--- config.mk ---
export PLATFORM = sky130hd
export DESIGN_NAME = bm_match_mac_pipe_flat
export DESIGN_NICKNAME = d
export VERILOG_FILES = /design/src/rtl/bm_match_mac_pipe_if.sv /design/src/rtl/bm_match_mac_pipe.sv /design/src/flat_wrapper.sv
export SDC_FILE = /design/constraint.sdc
export NUM_CORES = 2
export LEC_CHECK = 0
export BUFFER_PORTS_ARGS = -buffer_cell sky130_fd_sc_hd__buf_2
export CAP_MARGIN = 5
export CORE_UTILIZATION = 55
export CTS_CLUSTER_SIZE = 28
export DETAILED_ROUTE_END_ITERATION = 16
export GPL_TIMING_DRIVEN = 0
export HOLD_SLACK_MARGIN = 0.05
export PLACE_DENSITY = 0.69
export REMOVE_ABC_BUFFERS = 1
export SYNTH_ARGS = -nofsm -noshare
export SYNTH_HDL_FRONTEND = slang
export SYNTH_SLANG_ARGS = --single-unit
--- constraint.sdc ---
create_clock -name clock -period 3.23 [get_ports clock]
set_input_delay 0.323 -clock clock [delete_from_list [all_inputs] [get_ports clock]]
set_output_delay 0.323 -clock clock [all_outputs]
set_load 0.02 [all_outputs]
--- src/rtl/bm_match_mac_pipe_if.sv ---
// Beat-level handshake bundle for the pipelined multiply/accumulate block.
// The master side feeds operands and takes results; the slave side is the MAC.
interface bm_match_mac_pipe_if #(
  parameter int A_WIDTH   = 18,
  parameter int B_WIDTH   = 36,
  parameter int ACC_WIDTH = 64
) ();
  logic                 in_valid;
  logic                 in_ready;
  logic [A_WIDTH-1:0]   a_in;
  logic [B_WIDTH-1:0]   b_in;
  logic                 signed_mode;
  logic                 acc_en;
  logic                 acc_clear;
  logic                 out_valid;
  logic                 out_ready;
  logic [ACC_WIDTH-1:0] out_data;
  logic                 overflow;

  modport master (
    output in_valid, a_in, b_in, signed_mode, acc_en, acc_clear, out_ready,
    input  in_ready, out_valid, out_data, overflow
  );

  modport slave (
    input  in_valid, a_in, b_in, signed_mode, acc_en, acc_clear, out_ready,
    output in_ready, out_valid, out_data, overflow
  );
endinterface

--- src/rtl/bm_match_mac_pipe.sv ---
// Full-precision signed/unsigned multiplier with optional accumulate, run through
// a LATENCY-register pipeline that stalls as a whole under output backpressure.
module bm_match_mac_pipe #(
  parameter int A_WIDTH   = 18,
  parameter int B_WIDTH   = 36,
  parameter int LATENCY   = 3,
  parameter int ACC_WIDTH = 64
) (
  input logic                clock,
  input logic                reset_n,
  bm_match_mac_pipe_if.slave bus
);

  localparam int PD  = (LATENCY > 1) ? LATENCY - 1 : 1;
  localparam int MSB = ACC_WIDTH - 1;

  typedef struct packed {
    logic                 vld;
    logic                 sm;
    logic                 en;
    logic                 clr;
    logic [ACC_WIDTH-1:0] prod;
  } beat_t;

  logic                             adv;
  logic                             accept;
  logic signed [A_WIDTH:0]          a_x;
  logic signed [B_WIDTH:0]          b_x;
  logic signed [A_WIDTH+B_WIDTH+1:0] p_full;
  beat_t                            in_beat;
  beat_t                            head;
  beat_t                            stg [PD];

  logic                             out_valid_q;
  logic [ACC_WIDTH-1:0]             out_data_q;
  logic [ACC_WIDTH-1:0]             acc_q;
  logic                             ovf_q;
  logic [ACC_WIDTH:0]               sum_w;
  logic                             ovf_add;

  assign adv          = !out_valid_q | bus.out_ready;
  assign accept       = bus.in_valid & adv;
  assign bus.in_ready = adv;

  // One extra sign bit per operand lets a single signed multiply serve both modes.
  assign a_x    = {bus.signed_mode & bus.a_in[A_WIDTH-1], bus.a_in};
  assign b_x    = {bus.signed_mode & bus.b_in[B_WIDTH-1], bus.b_in};
  assign p_full = a_x * b_x;

  assign in_beat = '{vld:  accept,
                     sm:   bus.signed_mode,
                     en:   bus.acc_en,
                     clr:  bus.acc_clear,
                     prod: ACC_WIDTH'(p_full)};

  always_ff @(posedge clock or negedge reset_n) begin
    if (!reset_n) begin
      for (int i = 0; i < PD; i++) stg[i] <= '0;
    end else if (adv) begin
      stg[0] <= in_beat;
      for (int i = 1; i < PD; i++) stg[i] <= stg[i-1];
    end
  end

  // With a single stage the output register captures straight from the inputs.
  assign head = (LATENCY == 1) ? in_beat : stg[PD-1];

  assign sum_w   = {1'b0, acc_q} + {1'b0, head.prod};
  assign ovf_add = head.sm ? ((acc_q[MSB] == head.prod[MSB]) && (sum_w[MSB] != acc_q[MSB]))
                           : sum_w[ACC_WIDTH];

  always_ff @(posedge clock or negedge reset_n) begin
    if (!reset_n) begin
      out_valid_q <= 1'b0;
      out_data_q  <= '0;
      acc_q       <= '0;
      ovf_q       <= 1'b0;
    end else if (adv) begin
      out_valid_q <= head.vld;
      if (head.vld) begin
        if (head.clr) begin
          acc_q      <= head.prod;
          out_data_q <= head.prod;
          ovf_q      <= 1'b0;
        end else if (head.en) begin
          acc_q      <= sum_w[MSB:0];
          out_data_q <= sum_w[MSB:0];
          ovf_q      <= ovf_q | ovf_add;
        end else begin
          out_data_q <= head.prod;
        end
      end
    end
  end

  assign bus.out_valid = out_valid_q;
  assign bus.out_data  = out_data_q;
  assign bus.overflow  = ovf_q;

endmodule

--- src/flat_wrapper.sv ---
// flat-port wrapper written by rule: the top's interface ports become plain ports
module bm_match_mac_pipe_flat 
#(
  parameter int A_WIDTH   = 18,
  parameter int B_WIDTH   = 36,
  parameter int LATENCY   = 3,
  parameter int ACC_WIDTH = 64
)
  (clock, reset_n, bus_in_valid, bus_a_in, bus_b_in, bus_signed_mode, bus_acc_en, bus_acc_clear, bus_out_ready, bus_in_ready, bus_out_valid, bus_out_data, bus_overflow);
  bm_match_mac_pipe_if #(.A_WIDTH(A_WIDTH), .B_WIDTH(B_WIDTH), .ACC_WIDTH(ACC_WIDTH)) bus_i ();
  input logic clock;
  input logic reset_n;
  input wire logic [$bits(bus_i.in_valid)-1:0] bus_in_valid;
  input wire logic [$bits(bus_i.a_in)-1:0] bus_a_in;
  input wire logic [$bits(bus_i.b_in)-1:0] bus_b_in;
  input wire logic [$bits(bus_i.signed_mode)-1:0] bus_signed_mode;
  input wire logic [$bits(bus_i.acc_en)-1:0] bus_acc_en;
  input wire logic [$bits(bus_i.acc_clear)-1:0] bus_acc_clear;
  input wire logic [$bits(bus_i.out_ready)-1:0] bus_out_ready;
  output wire logic [$bits(bus_i.in_ready)-1:0] bus_in_ready;
  output wire logic [$bits(bus_i.out_valid)-1:0] bus_out_valid;
  output wire logic [$bits(bus_i.out_data)-1:0] bus_out_data;
  output wire logic [$bits(bus_i.overflow)-1:0] bus_overflow;
  assign bus_i.in_valid = bus_in_valid;
  assign bus_i.a_in = bus_a_in;
  assign bus_i.b_in = bus_b_in;
  assign bus_i.signed_mode = bus_signed_mode;
  assign bus_i.acc_en = bus_acc_en;
  assign bus_i.acc_clear = bus_acc_clear;
  assign bus_i.out_ready = bus_out_ready;
  assign bus_in_ready = bus_i.in_ready;
  assign bus_out_valid = bus_i.out_valid;
  assign bus_out_data = bus_i.out_data;
  assign bus_overflow = bus_i.overflow;
  bm_match_mac_pipe #(.A_WIDTH(A_WIDTH), .B_WIDTH(B_WIDTH), .LATENCY(LATENCY), .ACC_WIDTH(ACC_WIDTH)) u_core (.clock(clock), .reset_n(reset_n), .bus(bus_i));
endmodule
=== Word-level counts from Yosys, hierarchy flattened ===
Index checks and enable logic that the tools add are counted.

* Flip-flop bits (word level): 250
* Input bits: 61
* Output and inout bits: 67

* Add/sub/neg operators: 1
* Multipliers: 1
* Equal/unequal tests: 2
* Mux-type cells: 7
* Bitwise operators: 5
* Reduce and logical (&&, ||, !) cells: 5

{| class="wikitable"
|+ Operator list
! operator !! count
|-
| $mux 64 || 4
|-
| $add 64x64->65 || 1
|-
| $mul 19x37->56 || 1
|-
| $and 1x1->1 || 3
|-
| $mux 1 || 3
|-
| $reduce_and 3->1 || 1
|-
| $or 1x1->1 || 2
|-
| $reduce_and 2->1 || 1
|-
| $reduce_bool 2->1 || 1
|-
| $eq 1x1->1 || 1
|-
| $logic_and 1x1->1 || 1
|-
| $logic_not 1->1 || 1
|-
| $ne 1x1->1 || 1
|}

=== Longest topological paths before layout ===
* Depth in word-level cells: 7
* Gate-level depth with buffers: 27

=== Worst setup path after synthesis ===
OpenSTA, ideal clock, no wires.

* Path kind: input -> register
* Start point: in bus_b_in[14]
* End point: reg u_core.stg[120] (netlist bit)
* Library setup time: 0.124 ns
* Arrival time: 6.800 ns
* Setup slack: -3.693 ns
* Stages on the path: 25
* Cells stage by stage: clkbuf_1 -> clkbuf_1 -> nand2_1 -> fa_1 -> inv_1 -> fa_1 -> inv_1 -> fa_1 -> inv_1 -> fa_1 -> fa_1 -> fa_1 -> inv_1 -> fa_1 -> inv_1 -> ha_1 -> nand4_1 -> or4_1 -> a21oi_1 -> nand3b_1 -> a21oi_2 -> o31ai_4 -> a311o_1 -> a21oi_1 -> a211o_1

* Word-level cells in the longest chain between the ends: 1

{| class="wikitable"
|+ RTL lines
! element !! RTL line !! source
|-
| start, declared || flat_wrapper.sv:15 || <nowiki>input wire logic [$bits(bus_i.b_in)-1:0] bus_b_in;</nowiki>
|-
| $mul 19x37->56 || bm_match_mac_pipe.sv:48 || <nowiki>assign p_full = a_x * b_x;</nowiki>
|-
| end, declared || bm_match_mac_pipe.sv:32 || <nowiki>beat_t stg [PD];</nowiki>
|}

No other way between the ends.
A chain may end at the register's enable or synchronous reset.

=== Worst setup path in the final report ===
* Start point: in bus_a_in[5]
* End point: reg u_core.stg[113] (netlist bit)

* Word-level cells in the longest chain between the ends: 1

{| class="wikitable"
|+ RTL lines
! element !! RTL line !! source
|-
| start, declared || flat_wrapper.sv:14 || <nowiki>input wire logic [$bits(bus_i.a_in)-1:0] bus_a_in;</nowiki>
|-
| $mul 19x37->56 || bm_match_mac_pipe.sv:48 ||
|}

No other way between the ends.

==> reports/summary.txt <==
outcome - finished, violations left
failing checks - negative setup slack
Max Clk Rate - 160.2 MHz
area leader, netlist - fa_1
Layout Utilization - 67.16%
top_reg_cell synth - dfrtp_1
first-pass GRT wire length - 179500 um
DP HPWL - 73810 um
top post-synthesis cells by area - fa_1 36%, dfrtp_1 17%, nand2_1 8.6%, ha_1 7.0%, inv_1 6.7%
clock latency on the worst-skew pair - 550 ps
Min-Delay Path Class - in -> reg
layout cells sized above 1 - 18.10%
DIE AREA - 69720 sq um
initial core utilization - 55.94%
total number of vias - 31230
I/O pins - 128
Worst Setup End Kind - flip-flop
port bufs - 127
Num CTS Buffers - 27
clock sinks - 250
CP max FO - 7
CP arrival - 6670 ps
DRT Pass-1 Iters - 6
EDFF count, synth - 0
Max Cap Viol - 0
CP Launch Type - input pin
largest net degree at the start of global routing - 110
Final period util - 193.3%
WP data required - 3660 ps
CP Class - in -> reg
H-tree depth - 1
Least-Margin Pin Slew - 1011 ps
Vias per Instance - 5.813
Worst R2R Start - u_core.head[0]
fin crit period - 6242 ps
Finished Layout Cells - 5372
gpl congestion - 0.9232
Worst-path clk slew - 60 ps
beginning of the worst hold path - bus_out_ready
Final Skew - 13.16 ps
max_slew headroom - 32.61%
Distinct cells, synth - 76
Core ar. - 67510 sq um
RSZ-0062 raised after global routing - yes
Cells after DPL - 5101
Yosys top cell area share - 35.89%
fill count - 5190
Routed WL - 116100 um
CTS root buf - clkbuf_16
DR WL/cell - 21.62 um
# setup viols final - 65
gr usage total - 33.10%
Rows - 95
worst setup path startpoint - bus_a_in[5]
Final Hold Viols - 0
Antenna Violating Nets Remaining - 0
mapped cell area - 37770 sq um
vias in the first global route - 31940
Yosys warning count - 0
nets - 5428
register area share after synthesis - 16.56%
most common cell after layout, fill and taps aside - nand2_1
initial antenna violation count - 3
area growth from synthesis to layout - 20.06%
Pins Over Slew Limit - 0
starting DRC count in detailed routing - 2624
#FFs+latches synth - 250
Syn Area/Cell - 8.700 sq um
Die H - 264.0 um
clk buf depth - 3
Async S/R FF share, synth - 100.0%
most frequent cells in the layout - 830 x nand2_1, 640 x inv_1, 635 x fa_1, 247 x dfrtp_1, 211 x and2_1
cell count after synthesis - 4341
grt ovf - 0
final worst slack - -3012 ps
remaining routing DRC violations - 0
die width - 264.0 um
CTS tree - built
metal layers:
layer  global-route usage [%]  vias up  part of all wire (%)
met5                        0        -                0.0060
met3                    5.397      296                   9.5
met2                    53.60     1435                    47
met1                    45.00    15780                    40
li1                         -    13710                     -
met4                    12.18        2                   4.2
cell type report:
class                           instances  area, sq um  share of cell area, %
Multi-Input combinational cell       3161        30330                  66.89
Sequential cell                       250         6262                  13.81
Timing Repair Buffer                  359         4238                  9.346
Inverter                              679         2566                  5.659
Tap cell                              873         1092                  2.409
Clock buffer                           39        770.7                  1.700
Clock inverter                          8        78.83                 0.1738
Antenna cell                            3        7.507                0.01656
per-stage QoR:
step | setup TNS [ps] | instance area [sq um] | worst slack [ps] | hold slack, ps
2_1_floorplan | -1248770 | 36810 | -7610 | 27.41
3_3_place_gp | -3257830 | 38540 | -14850 | 449.6
3_5_place_dp | -224470 | 38860 | -5622 | 241.9
4_1_cts | -110690 | 43830 | -2872 | 51.59
5_1_grt | -127430 | 45340 | -3137 | 100.4
6_report | -118660 | 45340 | -3012 | 68.03
flip-flops by register name, summed over array words and instances (netlist names):
| register | cells |
|---|---|
| u_core.bus.overflow | 1 |
| u_core.acc_q | 64 |
| u_core.stg | 60 |
| u_core.bus.out_valid | 1 |
| u_core.bus.out_data | 64 |
| u_core.head | 60 |
cells in the mapped netlist, drive strengths merged, types with 16 or more instances:
library cell	number
a211oi	16
a21o	57
a21oi	230
a31oi	30
and2	235
and3	47
clkbuf	237
dfrtp	250
fa	677
ha	212
inv	679
mux2i	27
nand2	866
nand3	36
nand4	25
nor2	192
nor2b	17
nor3	20
o21a	23
o21ai	194
o21bai	18
xnor2	72
xor2	43
path summary, 6_finish.rpt:
path                                           endpoint  slack [ps]  cells after the start
worst min register to register          u_core.stg[135]         460                      2
min in group asynchronous       u_core.bus.out_data[16]         250                      2
worst max register to register         u_core.acc_q[62]        -130                     14
worst min-delay path                    u_core.head[67]          70                      4
worst max-delay path                    u_core.stg[113]       -3010                     25
max in group asynchronous               u_core.stg[133]        2130                      3
repair_timing:
action,CTS,global route
resized for setup,523,250
setup buffers,137,63
gates cloned,19,2
endpoints found under the setup margin,88,107
hold endpoints to repair,45,0
pin swaps,159,183
hold buffers,4,0
cell families (layout without fill, tap and decap cells):
group | count (synthesis) | in the layout | synth area share, %
fa+ha+maj | 889 | 889 | 42.91
xor+xnor | 115 | 115 | 2.667
compound gates | 646 | 646 | 10.41
flops | 250 | 250 | 16.56
buf+inv | 931 | 1085 | 9.273
other cells | 0 | 3 | 0
simple gates | 1482 | 1483 | 17.43
mux | 28 | 28 | 0.7454
critical path: stages:
cell and delay [ps]:
buf_16 120, buf_8 130, nand2_1 90, fa_1 530, inv_1 70, fa_1 530, inv_1 60, fa_1 500
inv_1 50, fa_1 520, fa_1 450, fa_2 600, ha_4 220, ha_4 260, nand4_1 190, buf_4 170
nor3_1 60, a21oi_1 180, o21ai_2 140, o31a_1 380, o41ai_4 480, nor2b_1 110, a21oi_2 200, xor2_2 210
o21ai_1 80
Power is not shown: default switching activity piles up to over one toggle a cycle in this logic, so the estimate is an artifact.
